==> config.mk <==
export PLATFORM = sky130hd
export DESIGN_NAME = ex_mem_reg
export DESIGN_NICKNAME = d
export VERILOG_FILES = /design/src/rtl/r200_pkg.sv /design/src/rtl/ex_mem_reg_store_align.sv /design/src/rtl/ex_mem_reg.sv
export SDC_FILE = /design/constraint.sdc
export NUM_CORES = 1
export LEC_CHECK = 0
export BUFFER_PORTS_ARGS = -buffer_cell sky130_fd_sc_hd__buf_2
export CORE_MARGIN = 2
export CORE_UTILIZATION = 54
export CTS_CLUSTER_SIZE = 25
export DETAILED_ROUTE_END_ITERATION = 6
export GPL_TIMING_DRIVEN = 1
export PLACE_DENSITY_LB_ADDON = 0.1
export SYNTH_ARGS = -nofsm -noshare
export SYNTH_HDL_FRONTEND = slang
export SYNTH_SLANG_ARGS = --single-unit
==> constraint.sdc <==
create_clock -name clk -period 2.1 [get_ports clk]
set_clock_uncertainty 0.05 [all_clocks]
set_input_delay 0.105 -clock clk [delete_from_list [all_inputs] [get_ports clk]]
set_output_delay 0.105 -clock clk [all_outputs]
set_load 0.05 [all_outputs]
==> src/rtl/r200_pkg.sv <==
// Shared r200 core types: data/register widths, func3 and wbsel encodings,
// and the packed EX/MEM beat carried through the pipeline register.
package r200_pkg;

   localparam int XLEN = 32;
   localparam int RAW  = 5;

   // func3 access-size field (bits [1:0]); bit 2 marks the unsigned load variants
   localparam logic [2:0] F3_BYTE  = 3'b000;
   localparam logic [2:0] F3_HALF  = 3'b001;
   localparam logic [2:0] F3_WORD  = 3'b010;
   localparam logic [2:0] F3_BYTEU = 3'b100;
   localparam logic [2:0] F3_HALFU = 3'b101;

   localparam logic [1:0] SZ_BYTE = 2'b00;
   localparam logic [1:0] SZ_HALF = 2'b01;
   localparam logic [1:0] SZ_WORD = 2'b10;

   localparam logic [1:0] WB_ALU = 2'b00;
   localparam logic [1:0] WB_MEM = 2'b01;
   localparam logic [1:0] WB_PC4 = 2'b10;

   typedef struct packed {
      logic            regwr;
      logic            memwr;
      logic            memrd;
      logic [1:0]      wbsel;
      logic [RAW-1:0]  rdaddr;
      logic [2:0]      func3;
      logic [XLEN-1:0] addr;
      logic [XLEN-1:0] data;
      logic [3:0]      strb;
      logic            misalign;
   } beat_t;

   function automatic logic [1:0] f3_size(input logic [2:0] f3);
      return f3[1:0];
   endfunction

endpackage

==> src/rtl/ex_mem_reg_store_align.sv <==
// store_align: places store data on its byte lanes, builds the byte strobes and
// flags an address that is not naturally aligned for the access size.
module store_align
   import r200_pkg::*;
(
   input  logic [1:0]      size,
   input  logic [1:0]      addr_lo,
   input  logic [XLEN-1:0] rs2o,
   output logic [XLEN-1:0] wdata,
   output logic [3:0]      wstrb,
   output logic            misalign
);

   logic [3:0] strb_raw;

   always_comb begin
      wdata    = rs2o;
      strb_raw = 4'b1111;
      misalign = 1'b0;
      case (size)
         SZ_BYTE: begin
            wdata    = {4{rs2o[7:0]}};
            strb_raw = 4'b0001 << addr_lo;
         end
         SZ_HALF: begin
            wdata    = {2{rs2o[15:0]}};
            strb_raw = 4'b0011 << addr_lo;
            misalign = addr_lo[0];
         end
         default: begin
            misalign = (addr_lo != 2'b00);
         end
      endcase
      wstrb = misalign ? 4'b0000 : strb_raw;
   end

endmodule

==> src/rtl/ex_mem_reg.sv <==
// EX/MEM pipeline register with a two-entry skid buffer so ex_ready is a flop.
// Optional EX forwarding port enabled by defining EX_MEM_FWD_EN.
module ex_mem_reg
   import r200_pkg::*;
(
   input  logic        clk,
   input  logic        rst_n,
   input  logic        flush,
   input  logic        ex_valid,
   output logic        ex_ready,
   input  logic        ex_regwr,
   input  logic        ex_memwr,
   input  logic        ex_memrd,
   input  logic [1:0]  ex_wbsel,
   input  logic [4:0]  ex_rdaddr,
   input  logic [2:0]  ex_func3,
   input  logic [31:0] ex_alu_out,
   input  logic [31:0] ex_rs2o,
   output logic        mem_valid,
   input  logic        mem_ready,
   output logic        mem_regwr,
   output logic        mem_memwr,
   output logic        mem_memrd,
   output logic [1:0]  mem_wbsel,
   output logic [4:0]  mem_rdaddr,
   output logic [2:0]  mem_func3,
   output logic [31:0] mem_addr,
   output logic [31:0] mem_wdata,
   output logic [3:0]  mem_wstrb,
   output logic        mem_misalign,
   output logic        fwd_valid,
   output logic [4:0]  fwd_rdaddr,
   output logic [31:0] fwd_data
);

   beat_t main_q, main_d, skid_q, skid_d, in_beat;
   logic  main_valid_q, main_valid_d;
   logic  skid_valid_q, skid_valid_d;
   logic  ex_ready_q, ex_ready_d;

   logic [XLEN-1:0] al_wdata;
   logic [3:0]      al_wstrb;
   logic            al_misalign;

   store_align u_align (
      .size     (f3_size(ex_func3)),
      .addr_lo  (ex_alu_out[1:0]),
      .rs2o     (ex_rs2o),
      .wdata    (al_wdata),
      .wstrb    (al_wstrb),
      .misalign (al_misalign)
   );

   // Strobes only belong to stores; misalignment matters for any memory access.
   always_comb begin
      in_beat          = '0;
      in_beat.regwr    = ex_regwr && (ex_rdaddr != 5'd0);
      in_beat.memwr    = ex_memwr;
      in_beat.memrd    = ex_memrd;
      in_beat.wbsel    = ex_wbsel;
      in_beat.rdaddr   = ex_rdaddr;
      in_beat.func3    = ex_func3;
      in_beat.addr     = ex_alu_out;
      in_beat.data     = al_wdata;
      in_beat.strb     = ex_memwr ? al_wstrb : 4'b0000;
      in_beat.misalign = (ex_memwr || ex_memrd) && al_misalign;
   end

   logic accept, xfer, main_load;
   assign accept    = ex_valid && ex_ready_q && !flush;
   assign xfer      = main_valid_q && mem_ready;
   assign main_load = !main_valid_q || xfer;

   always_comb begin
      main_d       = main_q;
      skid_d       = skid_q;
      main_valid_d = main_valid_q;
      skid_valid_d = skid_valid_q;
      if (flush) begin
         main_valid_d = 1'b0;
         skid_valid_d = 1'b0;
      end else if (main_load) begin
         // A skid beat only exists while ex_ready is low, so accept is 0 here.
         if (skid_valid_q) begin
            main_d       = skid_q;
            main_valid_d = 1'b1;
            skid_valid_d = 1'b0;
         end else begin
            if (accept) begin
               main_d = in_beat;
            end
            main_valid_d = accept;
         end
      end else if (accept) begin
         skid_d       = in_beat;
         skid_valid_d = 1'b1;
      end
      ex_ready_d = !skid_valid_d;
   end

   always_ff @(posedge clk or negedge rst_n) begin
      if (!rst_n) begin
         main_q       <= '0;
         skid_q       <= '0;
         main_valid_q <= 1'b0;
         skid_valid_q <= 1'b0;
         ex_ready_q   <= 1'b1;
      end else begin
         main_q       <= main_d;
         skid_q       <= skid_d;
         main_valid_q <= main_valid_d;
         skid_valid_q <= skid_valid_d;
         ex_ready_q   <= ex_ready_d;
      end
   end

   assign ex_ready     = ex_ready_q;
   assign mem_valid    = main_valid_q;
   assign mem_regwr    = main_q.regwr;
   assign mem_memwr    = main_q.memwr;
   assign mem_memrd    = main_q.memrd;
   assign mem_wbsel    = main_q.wbsel;
   assign mem_rdaddr   = main_q.rdaddr;
   assign mem_func3    = main_q.func3;
   assign mem_addr     = main_q.addr;
   assign mem_wdata    = main_q.data;
   assign mem_wstrb    = main_valid_q ? main_q.strb : 4'b0000;
   assign mem_misalign = main_valid_q && main_q.misalign;

`ifdef EX_MEM_FWD_EN
   assign fwd_valid  = main_valid_q && main_q.regwr && !main_q.memrd;
   assign fwd_rdaddr = main_q.rdaddr;
   assign fwd_data   = main_q.addr;
`else
   assign fwd_valid  = 1'b0;
   assign fwd_rdaddr = 5'd0;
   assign fwd_data   = 32'd0;
`endif

endmodule

==> results.ini <==
[global_routing]
use_met1_pct=31.8
grt_remaining_overflow=0
grtUsageTotal_pct=25.1
grt_antenna_before_repair=3
gr-max-usage-layer=met2
grtUsageMet3_pct=5.90
grt_pass1_vias=6563
use_met2_pct=40.6
grt_pass1_wl_um=32800
grt_max_degree=97

[clocking]
clk_path_buf_depth=2
postCtsSetupRepairBufs=0
h-tree-depth=4
clock_tree.root_cell=clkbuf_16
cts_tree=built
clkSinkCount=167
clk_latency_ps=430
clk_pin_slew_ps=60
cts_buffers=17

[synth]
yosysTopAreaCell=dfrtp_1
synth_common_cells=166 x dfrtp_1, 112 x buf_4, 71 x mux2_2
syn_area_sq_um=8620
yosys_warnings=0
synth-seq-cells=167
synth.top_cell.area_share_pct=48.2
synth_cells=780
avgSynthCellArea_sq_um=11.1
synth_top_flop_cell=dfrtp_1
yosysSeqAreaShare_pct=48.5
synth_area_leaders=dfrtp_1 48%, buf_4 9.8%, mux2_2 9.3%, mux2i_1 7.9%, a31oi_1 3.9%
async_reset_ff_share_pct=100
ys_types=42
synth_edf_count=0
synth.most_common_cell=dfrtp_1

[worst_setup_path]
worstPathMaxFanout=3
cp_common_cell=dlygate4sd3_1
critPathMaxStageDelay_ps=640
critPathRequiredTime_ps=2340
worstSetupPathType=primary input to register
start_kind=primary input
end_kind=register
cp_cell_sequence=dlygate4sd3_1, buf_2, or4_1, o21ai_1, dlygate4sd3_1, o21ai_0
critPathArrivalTime_ps=2240
path_buf_inv=3
cpMaxStageDelayCell=or4_1
critical-path-top-delay-family=buffers and inverters

[placed_design]
pre_cts_ws_ps=90.0
gp_congestion=0.830
dp_hpwl_um=13700
dpl_cell_area_sq_um=8950
port_buffers=165
dp_cells=1044

[power_and_ir_drop]
power.leakage_nw=4.44
power_density_nw_per_um2=1010
ir_drop_mv=0.597

[detailed_routing]
via_count=6493
wl_um=21400
drtIter0Drc=430
via_per_inst=5.73
dr.pass1.iters=5
drc=0
postRouteAntennaNets=0
wl_per_cell_um=18.8

[run]
cap_violations=0

[sta]
final-setup-viol-count=0
min_period_ps=2000
fin_tns_setup_ps=0
hold_viol_final=0
finalCritPeriodShare_pct=95.4
drv_slew=0
tightest_slew_ps=639
rsz0062_at_grt=false
fmax_ghz=0.499
setup_ws_ps=96.3
slew_headroom_pct=57.4

[floorplan]
io_pins=204
start_util_pct=54.7
die_x_um=130
fp.dieH_um=130
coreArea_sq_um=15800
num_rows=46
die-area_sq_um=17000

[finish]
fillers=1264
finalInstanceArea_sq_um=10100
layout.cells.non_filler=1134
fin_util_pct=64.1
syn2layout_area_growth_pct=17.2
nNetsFinal=986
drive_gt1_share_pct=32.4

[hold_path]
hp-class=primary input to register

[status]
status=finished, final reports clean

power breakdown:
| group | leakage [nW] | internal [W] | switching, W |
|---|---|---|---|
| clock | 0.283 | 0.00182 | 0.00123 |
| combinational | 2.16 | 0.000898 | 0.00196 |
| sequential | 1.99 | 0.00390 | 0.000364 |
| total | 4.44 | 0.00662 | 0.00356 |
metal layers:
metal	up-vias	routed length (um)	part of all wire, %
li1	2943	-	-
met1	3226	9200	43
met2	268	10200	48
met3	56	1310	6.1
met4	0	686	3.2
met5	-	0	0
state kept, by name (all words and copies together), names as in the netlist:
signal,flops
skid_q,82
mem_addr,32
mem_wdata,32
main_q,5
mem_rdaddr,5
mem_func3,3
mem_wbsel,2
ex_ready,1
mem_memrd,1
mem_memwr,1
mem_regwr,1
mem_valid,1
skid_valid_q,1
cell type report:
class,count,area (sq um),area share [%]
Antenna cell,1,2.50,0.0248
Clock inverter,6,63.8,0.632
Clock buffer,26,519,5.14
Timing Repair Buffer,244,1620,16.0
Tap cell,216,270,2.68
Multi-Input combinational cell,469,3430,33.9
Sequential cell,167,4180,41.4
Inverter,5,18.8,0.186
metrics by stage:
stage	hold slack, ps	power [W]
3_5_place_dp	103	0.00709
3_3_place_gp	97.8	0.00698
2_1_floorplan	-241	0.00675
4_1_cts	4.23	0.0102
6_report	23.5	0.0102
5_1_grt	24.4	0.0106
repair_timing:
action / CTS / global route
endpoints found under the setup margin: 0 / 50
hold buffers: 56 / 0
resized for setup: 0 / 2
endpoints found under the hold margin: 261 / 0
path summary, 6_finish.rpt:
path,from,endpoint,slack (ps),cells past startpoint
max in group asynchronous,rst_n,skid_valid_q,1310,3
min,ex_alu_out[1],skid_q[38],20,2
min reg2reg,skid_q[31],skid_q[31],430,1
max reg2reg,skid_valid_q,mem_wdata[27],260,4
min in group asynchronous,rst_n,mem_wdata[4],200,3
max,ex_rdaddr[3],skid_q[81],100,6
worst register-to-register path, stage by stage (launching register included):
cell	delay (ps)
dfrtp_4	510
buf_4	230
nor2_1	430
a221oi_1	200
mux2_2	300
cell usage in the layout, fill, tap and decap left out, drive strengths merged, types with 2 or more instances in the layout:
master	n
mux2	71
mux2i	68
nand3	2
clkinv	4
dlygate4sd3	56
o21a	9
a21oi	63
inv	4
o31ai	4
nor3	2
nor2	3
buf	188
conb	38
a2111oi	8
nand2	14
nor2b	17
dfrtp	166
clkinvlp	2
o2111ai	8
a21o	9
nand4	2
and2	5
clkbuf	26
a221oi	8
a31oi	54
o41ai	4
o21ai	51
nand2b	3
or2	2
a211oi	8
o2bb2ai	8
logic make-up (layout without fill, tap and decap cells):
kind of cell / after synthesis / count (layout) / synth area share [%]
buf+inv: 182 / 281 / 13.6
simple gates: 52 / 53 / 3.31
mux: 139 / 139 / 17.2
compound gates: 237 / 237 / 17.2
flops: 167 / 167 / 48.5
xor+xnor: 2 / 2 / 0.203
other cells: 1 / 39 / 0.0435
Note: power is estimated with default switching activity, not from simulation.
